==> config.mk <==
export PLATFORM = sky130hd
export DESIGN_NAME = hazard_ctrl
export DESIGN_NICKNAME = d
export VERILOG_FILES = /design/src/rtl/hazard_ctrl.sv
export SDC_FILE = /design/constraint.sdc
export NUM_CORES = 1
export LEC_CHECK = 0
export CAP_MARGIN = 20
export CELL_PAD_IN_SITES_DETAIL_PLACEMENT = 2
export CELL_PAD_IN_SITES_GLOBAL_PLACEMENT = 2
export CORE_ASPECT_RATIO = 0.7
export CORE_MARGIN = 8
export CORE_UTILIZATION = 15
export DETAILED_ROUTE_END_ITERATION = 8
export PLACE_DENSITY = 0.9
export SYNTH_ARGS = -nofsm -noshare
export SYNTH_HDL_FRONTEND = slang
export SYNTH_SLANG_ARGS = --single-unit
==> constraint.sdc <==
create_clock -name clk -period 2.71 [get_ports clk]
set_input_delay 0.542 -clock clk [delete_from_list [all_inputs] [get_ports clk]]
set_output_delay 0.542 -clock clk [all_outputs]
set_load 0.005 [all_outputs]
==> src/rtl/hazard_ctrl.sv <==
// hazard_ctrl: load-use interlock, taken-branch flush and multi-cycle
// multiplier sequencing for the 5-stage RV32 pipeline.
// Optional feature: define HAZARD_PERF_CNT_EN to build the saturating
// stall-cycle counter on stall_cycles_out (tied to zero otherwise).
//
//   state    | meaning
//   ---------+--------------------------------------------------------
//   RUN      | normal flow; branch flush, MUL issue, load-use stall
//   MUL_BUSY | multiplier owns EX; cnt counts remaining stall cycles,
//            | cnt == 0 is the release cycle
module hazard_ctrl #(
  parameter int unsigned MUL_LATENCY = 4
) (
  input  logic        clk,
  input  logic        rst,
  input  logic        id_valid_inst,
  input  logic [4:0]  id_ra_idx,
  input  logic [4:0]  id_rb_idx,
  input  logic        id_uses_ra,
  input  logic        id_uses_rb,
  input  logic        id_ex_valid_inst,
  input  logic        id_ex_rd_mem,
  input  logic        id_ex_is_mul,
  input  logic [4:0]  id_ex_dest_reg_idx,
  input  logic        ex_take_branch,
  output logic        pc_stall,
  output logic        if_id_stall,
  output logic        if_id_flush,
  output logic        id_ex_stall,
  output logic        id_ex_bubble,
  output logic        ex_mem_bubble,
  output logic        mul_start,
  output logic [31:0] stall_cycles_out
);

  typedef enum logic [0:0] {RUN = 1'b0, MUL_BUSY = 1'b1} state_t;

  // Issue cycle is the first stall cycle, so the busy phase holds
  // MUL_LATENCY-2 further stall cycles before the release cycle.
  localparam logic [3:0] CNT_INIT = (MUL_LATENCY >= 2) ? 4'(MUL_LATENCY - 2) : 4'd0;
  localparam bit         MUL_MULTI = (MUL_LATENCY > 1);

  state_t     state_q, state_d;
  logic [3:0] cnt_q, cnt_d;
  logic       ld_use;
  logic       mul_issue;

  // Hazard detection terms; x0 never creates a dependency.
  always_comb begin
    ld_use = id_valid_inst & id_ex_valid_inst & id_ex_rd_mem &
             (id_ex_dest_reg_idx != 5'd0) &
             ((id_uses_ra & (id_ra_idx == id_ex_dest_reg_idx)) |
              (id_uses_rb & (id_rb_idx == id_ex_dest_reg_idx)));
    mul_issue = (state_q == RUN) & id_ex_valid_inst & id_ex_is_mul;
  end

  // Next-state and pipeline control outputs.
  always_comb begin
    state_d       = state_q;
    cnt_d         = cnt_q;
    pc_stall      = 1'b0;
    if_id_stall   = 1'b0;
    if_id_flush   = 1'b0;
    id_ex_stall   = 1'b0;
    id_ex_bubble  = 1'b0;
    ex_mem_bubble = 1'b0;
    mul_start     = 1'b0;
    case (state_q)
      RUN: begin
        if (ex_take_branch) begin
          if_id_flush  = 1'b1;
          id_ex_bubble = 1'b1;
        end else if (mul_issue) begin
          mul_start = 1'b1;
          if (MUL_MULTI) begin
            pc_stall      = 1'b1;
            if_id_stall   = 1'b1;
            id_ex_stall   = 1'b1;
            ex_mem_bubble = 1'b1;
            state_d       = MUL_BUSY;
            cnt_d         = CNT_INIT;
          end
        end else if (ld_use) begin
          pc_stall     = 1'b1;
          if_id_stall  = 1'b1;
          id_ex_bubble = 1'b1;
        end
      end
      MUL_BUSY: begin
        if (cnt_q != 4'd0) begin
          pc_stall      = 1'b1;
          if_id_stall   = 1'b1;
          id_ex_stall   = 1'b1;
          ex_mem_bubble = 1'b1;
          cnt_d         = cnt_q - 4'd1;
        end else begin
          state_d = RUN;
        end
      end
      default: begin
        state_d = RUN;
        cnt_d   = 4'd0;
      end
    endcase
  end

  // State register with synchronous reset.
  always_ff @(posedge clk) begin
    if (rst) begin
      state_q <= RUN;
      cnt_q   <= 4'd0;
    end else begin
      state_q <= state_d;
      cnt_q   <= cnt_d;
    end
  end

`ifdef HAZARD_PERF_CNT_EN
  logic [31:0] stall_cycles_q, stall_cycles_d;

  // Saturating count of cycles in which the PC is held.
  always_comb begin
    stall_cycles_d = stall_cycles_q;
    if (pc_stall && (stall_cycles_q != 32'hFFFF_FFFF))
      stall_cycles_d = stall_cycles_q + 32'd1;
  end

  // Counter register.
  always_ff @(posedge clk) begin
    if (rst) stall_cycles_q <= 32'd0;
    else     stall_cycles_q <= stall_cycles_d;
  end

  assign stall_cycles_out = stall_cycles_q;
`else
  assign stall_cycles_out = 32'h0;
`endif

endmodule
==> impl_metrics.tcl, run 1 <==
set metrics [dict create \
    hold_viol 0 \
    syn_area_sq_um 671 \
    r2r_slack_ns 1.10 \
    ir_worst_vdd_v 0.000162 \
    drt_iter0_drc 4 \
    leakage_nw 0.435 \
    fin_crit_ns 2.60 \
    p_int_uw 232 \
    first_global_vias 655 \
    syn_inst 81 \
    dpl_cell_area_sq_um 933 \
    rows 20 \
    rsz0062_at_grt "no" \
    clock_power_share 0.442 \
    htreeDepth 1 \
    syn_avg_cell_area_sq_um 8.28 \
    ys.warnings.count 0 \
    num_antenna_cells 0 \
    ys_types 27 \
    cts_made_buffers 3 \
    outcome "finished, final reports clean" \
    timing.rr.end "cnt_q[0]$_SDFFE_PP0P_" \
    maxCapViolations 0 \
    cts.sink_count 5 \
    required_ns 2.17 \
    criticalPathCategory "in -> out" \
    grtUsageTotal 0.0667 \
    dieArea_sq_mm 0.00690 \
    cp-start-kind "input port" \
    p_per_area_mw_per_mm2 324 \
    drive_above_1_share 0.162 \
    io_buffers 30 \
    gp_congestion 0.640 \
    final_cell_mix "conb_1, clkdlybuf4s50_1, xor2_1" \
    final_area_sq_um 995 \
    grt_max_degree 10 \
    min_from "cnt_q[0]$_SDFFE_PP0P_" \
    cp_max_fo 2 \
    firstDrtPassIters 2 \
    coreArea_sq_mm 0.00433 \
    synth_seq_cells 5 \
    crit_arrival_ns 2.06 \
    area_growth_pct 48.3 \
    power.share.switching 0.280 \
    hold_class "reg -> reg" \
    antenna_found_initial 0 \
    setup_viol 0 \
    finalMaxSlewViolations 0 \
    comb_power_share 0.317 \
    p_seq_frac 0.242 \
    final.setup.worst_slack_ns 0.108 \
    clkTransAtPathRegs_ns 0.04 \
    chipHeight_microns 71.9 \
    ant_nets 0 \
    start_util 0.155 \
    post_drt_wl_per_cell_microns 13.4 \
    hold_path_depth 2 \
    ctsRootBufferMaster "clkbuf_8" \
    vias 564 \
    drc_errors 0 \
    cts_buffer_depth 2 \
    cts_tree "yes" \
    clock_latency_ns 0.22 \
    p_sw_uw 90.3 \
    max_freq_ghz 0.384 \
    hpwlAfterDp_microns 2040 \
    hold_buffers 0 \
    grt.overflow.total 0 \
    final_common_cell "conb_1" \
    pre_cts_slack_ns -0.485 \
    worstReg2RegStart "cnt_q[0]$_SDFFE_PP0P_" \
    grt_pass1_wl_microns 3550 \
    reg2reg_depth 7 \
    skew_ns 0.00254 \
    die_x_microns 95.9 \
    totalWireLength_microns 2310 \
    worst_setup_path_end_kind "output port" \
    layout.nets 143 \
    seq_area_frac_synth 0.149 \
    io_pins 63 \
    timing.final.crit_share 0.960 \
    holdPathEnd "cnt_q[0]$_SDFFE_PP0P_" \
    via_per_inst 3.28 \
]
[worst max-delay path, cell delays in order]
cell             delay [ns]
dlygate4sd2_1          0.26
buf_4                  0.15
or4_4                  0.49
o2111ai_4              0.21
a211o_1                0.14
o21bai_1               0.06
clkdlybuf4s15_1        0.23
[cells in the mapped netlist, drive strengths merged]
master   number  area [sq um]
o2111ai       1          15.0
dfxtp         5           100
xnor2         2          17.5
a211o         1          8.76
ha            1          12.5
buf          35           260
conb          1          3.75
o41ai         1          16.3
nand2         1          3.75
nor3          3          15.0
and2          1          6.26
nor2b         1          6.26
or4           1          7.51
and3          1          6.26
a21oi         2          13.8
nor2          1          3.75
o21bai        1          7.51
nor4          2          12.5
inv           3          11.3
xor2         10          87.6
nand3         3          15.0
or3b          1          11.3
and4bb        1          12.5
a211oi        1          7.51
a32oi         1          8.76
[registers in the layout (all words and copies together), names as in the netlist]
| signal | count |
|---|---|
| cnt_q | 4 |
| state_q | 1 |
[power groups by stage]
stage	clock [mW]	combinational, mW	sequential [mW]
after CTS	0.147	0.0974	0.0779
after global placement	0	0.0979	0.0788
final	0.142	0.102	0.0779
after detailed placement	0	0.100	0.0790
after global routing	0.150	0.113	0.0781
after floorplan	0	0.0733	0.0776
[what timing repair did]
item                                    in CTS  in global routing
endpoints found under the setup margin       3                  3
resized for setup                           17                  4
endpoints found under the hold margin        0                  0
buffers inserted                             1                  0
pin swaps                                    5                  3
[stage by stage]
| step | cells | power, mW | hold slack [ns] | TNS [ns] | util |
|---|---|---|---|---|---|
| detailed placement | 167 | 0.179 | 0.473 | -1.38 | 0.216 |
| global route | 172 | 0.341 | 0.501 | 0 | 0.230 |
| finish | 172 | 0.322 | 0.482 | 0 | 0.230 |
| CTS | 172 | 0.322 | 0.480 | 0 | 0.225 |
| floorplan | 112 | 0.151 | 0.438 | 0 | - |
| global placement | 167 | 0.177 | 0.469 | -1.30 | 0.216 |
[worst max-delay path by stage]
stage	depth (start not counted)	start	to
floorplan	5	id_ex_dest_reg_idx[3]	pc_stall
global placement	6	id_ex_dest_reg_idx[1]	if_id_stall
detailed placement	6	id_ex_dest_reg_idx[2]	if_id_stall
CTS	7	id_ex_dest_reg_idx[3]	id_ex_bubble
global route	5	id_ex_valid_inst	ex_mem_bubble
finish	7	id_ex_dest_reg_idx[3]	id_ex_bubble
[layout make-up]
type / count / area [sq um]
timing repair buffer: 36 / 327
inverter: 3 / 11.3
sequential: 5 / 100
tap: 55 / 68.8
fill: 520 / 3330
clock buffer: 4 / 45.0
multi-input combinational: 69 / 443
[per-layer routing]
metal | track usage | routed length, microns
met4 | 0.0255 | 16
met3 | 0.0103 | 108
met5 | 0 | 0
met1 | 0.0661 | 807
met2 | 0.134 | 1380
[cell families (layout without fill, tap and decap cells)]
logic type | after synthesis | in the layout | share of synthesized area
compound gates | 8 | 8 | 0.116
xor+xnor | 12 | 12 | 0.157
fa+ha+maj | 1 | 1 | 0.0187
buf+inv | 38 | 43 | 0.405
flops | 5 | 5 | 0.149
other cells | 1 | 32 | 0.00559
simple gates | 16 | 16 | 0.149
Power figures use the tool's default switching activity.
==> run 2, diff against run 1 <==
--- a/config.mk
+++ b/config.mk
@@ -13,6 +13,7 @@
 export CORE_UTILIZATION = 15
 export DETAILED_ROUTE_END_ITERATION = 8
 export PLACE_DENSITY = 0.9
+export SLEW_MARGIN = 20
 export SYNTH_ARGS = -nofsm -noshare
 export SYNTH_HDL_FRONTEND = slang
 export SYNTH_SLANG_ARGS = --single-unit
==> results of run 2 <==
Final layout, timing and power as in run 1 (identical DEF).
==> run 3, diff against run 2 <==
--- a/config.mk
+++ b/config.mk
@@ -10,10 +10,12 @@
 export CELL_PAD_IN_SITES_GLOBAL_PLACEMENT = 2
 export CORE_ASPECT_RATIO = 0.7
 export CORE_MARGIN = 8
-export CORE_UTILIZATION = 15
+export CORE_UTILIZATION = 16
+export CTS_BUF_LIST = sky130_fd_sc_hd__clkbuf_4
 export DETAILED_ROUTE_END_ITERATION = 8
-export PLACE_DENSITY = 0.9
+export PLACE_DENSITY = 0.95
 export SLEW_MARGIN = 20
 export SYNTH_ARGS = -nofsm -noshare
 export SYNTH_HDL_FRONTEND = slang
 export SYNTH_SLANG_ARGS = --single-unit
+export TNS_END_PERCENT = 5
==> run 3 against run 2 <==
Core utilization grew 1.9 points. Sequential power is essentially flat. Cell area shrank 0.75%. Largest power group is now combinational cells. Register-to-register slack gained 0.02 ns. Largest cell class unchanged. Hold slack lost 0.014 ns. Combinational power is essentially flat. Wire length grew 7.4%. Sequential share of layout area grew 0.077 points. Critical endpoint is now pc_stall. Die area shrank 5.1%.
==> impl_metrics.tcl, run 3 (synthesized netlist as in run 1, its figures left out) <==
set metrics [dict create \
    via_per_inst 3.37 \
    max_freq_ghz 0.382 \
    grt.overflow.total 0 \
    ctsRootBufferMaster "clkbuf_4" \
    grt_pass1_wl_microns 3640 \
    ant_nets 0 \
    fin_crit_ns 2.62 \
    reg2reg_depth 7 \
    io_pins 63 \
    hold_slack_ns 0.468 \
    firstDrtPassIters 2 \
    outcome "finished, final reports clean" \
    holdPathEnd "cnt_q[0]$_SDFFE_PP0P_" \
    layout.nets 146 \
    skew_ns 0.000674 \
    maxCapViolations 0 \
    rows 19 \
    criticalPathCategory "in -> out" \
    fin_cells 172 \
    htreeDepth 1 \
    ir_worst_vdd_v 0.000105 \
    gp_congestion 0.706 \
    post_drt_wl_per_cell_microns 14.4 \
    coreArea_sq_mm 0.00397 \
    setup_viol 0 \
    total_power_uw 280 \
    cts.sink_count 5 \
    grt_util_met1 0.0664 \
    top_register "cnt_q" \
    drive_above_1_share 0.192 \
    clkTransAtPathRegs_ns 0.04 \
    largest_registers "cnt_q (4), state_q (1)" \
    first_global_vias 667 \
    hold_buffers 0 \
    hold_path_depth 2 \
    dp_cells 167 \
    grtUsageMet2 0.151 \
    worst_setup_path_end_kind "output port" \
    vias 579 \
    cts_tree "yes" \
    io_buffers 30 \
    clock_latency_ns 0.24 \
    totalWireLength_microns 2480 \
    hold_viol 0 \
    final_area_sq_um 987 \
    required_ns 2.17 \
    startpoint "id_ra_idx[4]" \
    min_from "cnt_q[0]$_SDFFE_PP0P_" \
    pre_cts_slack_ns -0.548 \
    p_per_area_mw_per_mm2 284 \
    timing.rr.end "cnt_q[0]$_SDFFE_PP0P_" \
    grtUsageTotal 0.0722 \
    leakage_nw 0.452 \
    grt_max_degree 10 \
    die_x_microns 93.4 \
    hpwlAfterDp_microns 2280 \
    crit_arrival_ns 2.07 \
    cp-start-kind "input port" \
    drc_errors 0 \
    final.setup.worst_slack_ns 0.0933 \
    cp_max_fo 2 \
    hold_class "reg -> reg" \
    cts_made_buffers 3 \
    drt_iter0_drc 22 \
    antenna_found_initial 0 \
    dieArea_sq_mm 0.00655 \
    finalMaxSlewViolations 0 \
    chipHeight_microns 70.2 \
    r2r_slack_ns 1.12 \
    largest_register_ffs 4 \
    final_common_cell "conb_1" \
    start_util 0.169 \
    num_antenna_cells 0 \
    cts_buffer_depth 2 \
    worstReg2RegStart "cnt_q[0]$_SDFFE_PP0P_" \
    grtUsageMet3 0.0181 \
    final_cell_mix "conb_1, clkdlybuf4s50_1, xor2_1, dlygate4sd2_1, buf_4" \
    grt_busiest_layer "met2" \
    area_growth_pct 47.2 \
    dpl_cell_area_sq_um 952 \
    timing.final.crit_share 0.966 \
]
## run 3: cell types whose count changed in the layout (fill, tap and decap cells not counted), moves of 3 or more
cell and delta:
buf_4 +3, clkbuf_4 +4, clkbuf_8 -3, clkdlybuf4s50_1 -3, dlygate4sd2_1 +3
## run 3: where the power goes
part	switching (mW)	internal, mW
Sequential	0.00203	0.0756
Clock	0.0326	0.0658
Combinational	0.0491	0.0551
## run 3: critical path: stages
cell and delay [ns]:
clkdlybuf4s50_1 0.41, xor2_1 0.16, nor4_2 0.24, a32oi_2 0.16, o41ai_2 0.37, buf_2 0.19
## run 3: metal layers
layer	vias up	part of all wire
met2	14	0.61
met3	2	0.028
li1	284	-
met4	0	0.0085
met1	279	0.35
met5	-	0
## run 3: through the flow
| stage | utilization | setup TNS, ns |
|---|---|---|
| floorplan | - | 0 |
| global placement | 0.240 | -1.31 |
| detailed placement | 0.240 | -1.51 |
| CTS | 0.246 | 0 |
| global route | 0.249 | -0.00530 |
| finish | 0.249 | 0 |
## run 3: repair_timing
item                                   4_1_cts  5_1_grt
setup endpoints to repair                    3        3
buffers inserted                             2        0
gates cloned                                 0        0
gates resized for setup                     22        2
endpoints found under the hold margin        0        0
pin swaps                                    9        0
## run 3: worst max path at each step
| stage | slack, ns | end | depth (start not counted) |
|---|---|---|---|
| 2_1_floorplan | 0.56 | pc_stall | 5 |
| 3_3_place_gp | -0.46 | if_id_stall | 7 |
| 3_5_place_dp | -0.55 | pc_stall | 7 |
| 4_1_cts | 0.001 | pc_stall | 6 |
| 5_1_grt | -0.005 | pc_stall | 7 |
| 6_report | 0.09 | pc_stall | 6 |
## run 3: cell type report
| cell class | count | area (sq um) |
|---|---|---|
| clock buffer | 4 | 30.0 |
| fill | 470 | 2980 |
| inverter | 3 | 11.3 |
| multi-input combinational | 69 | 435 |
| sequential | 5 | 100 |
| tap | 52 | 65.1 |
| timing repair buffer | 39 | 345 |
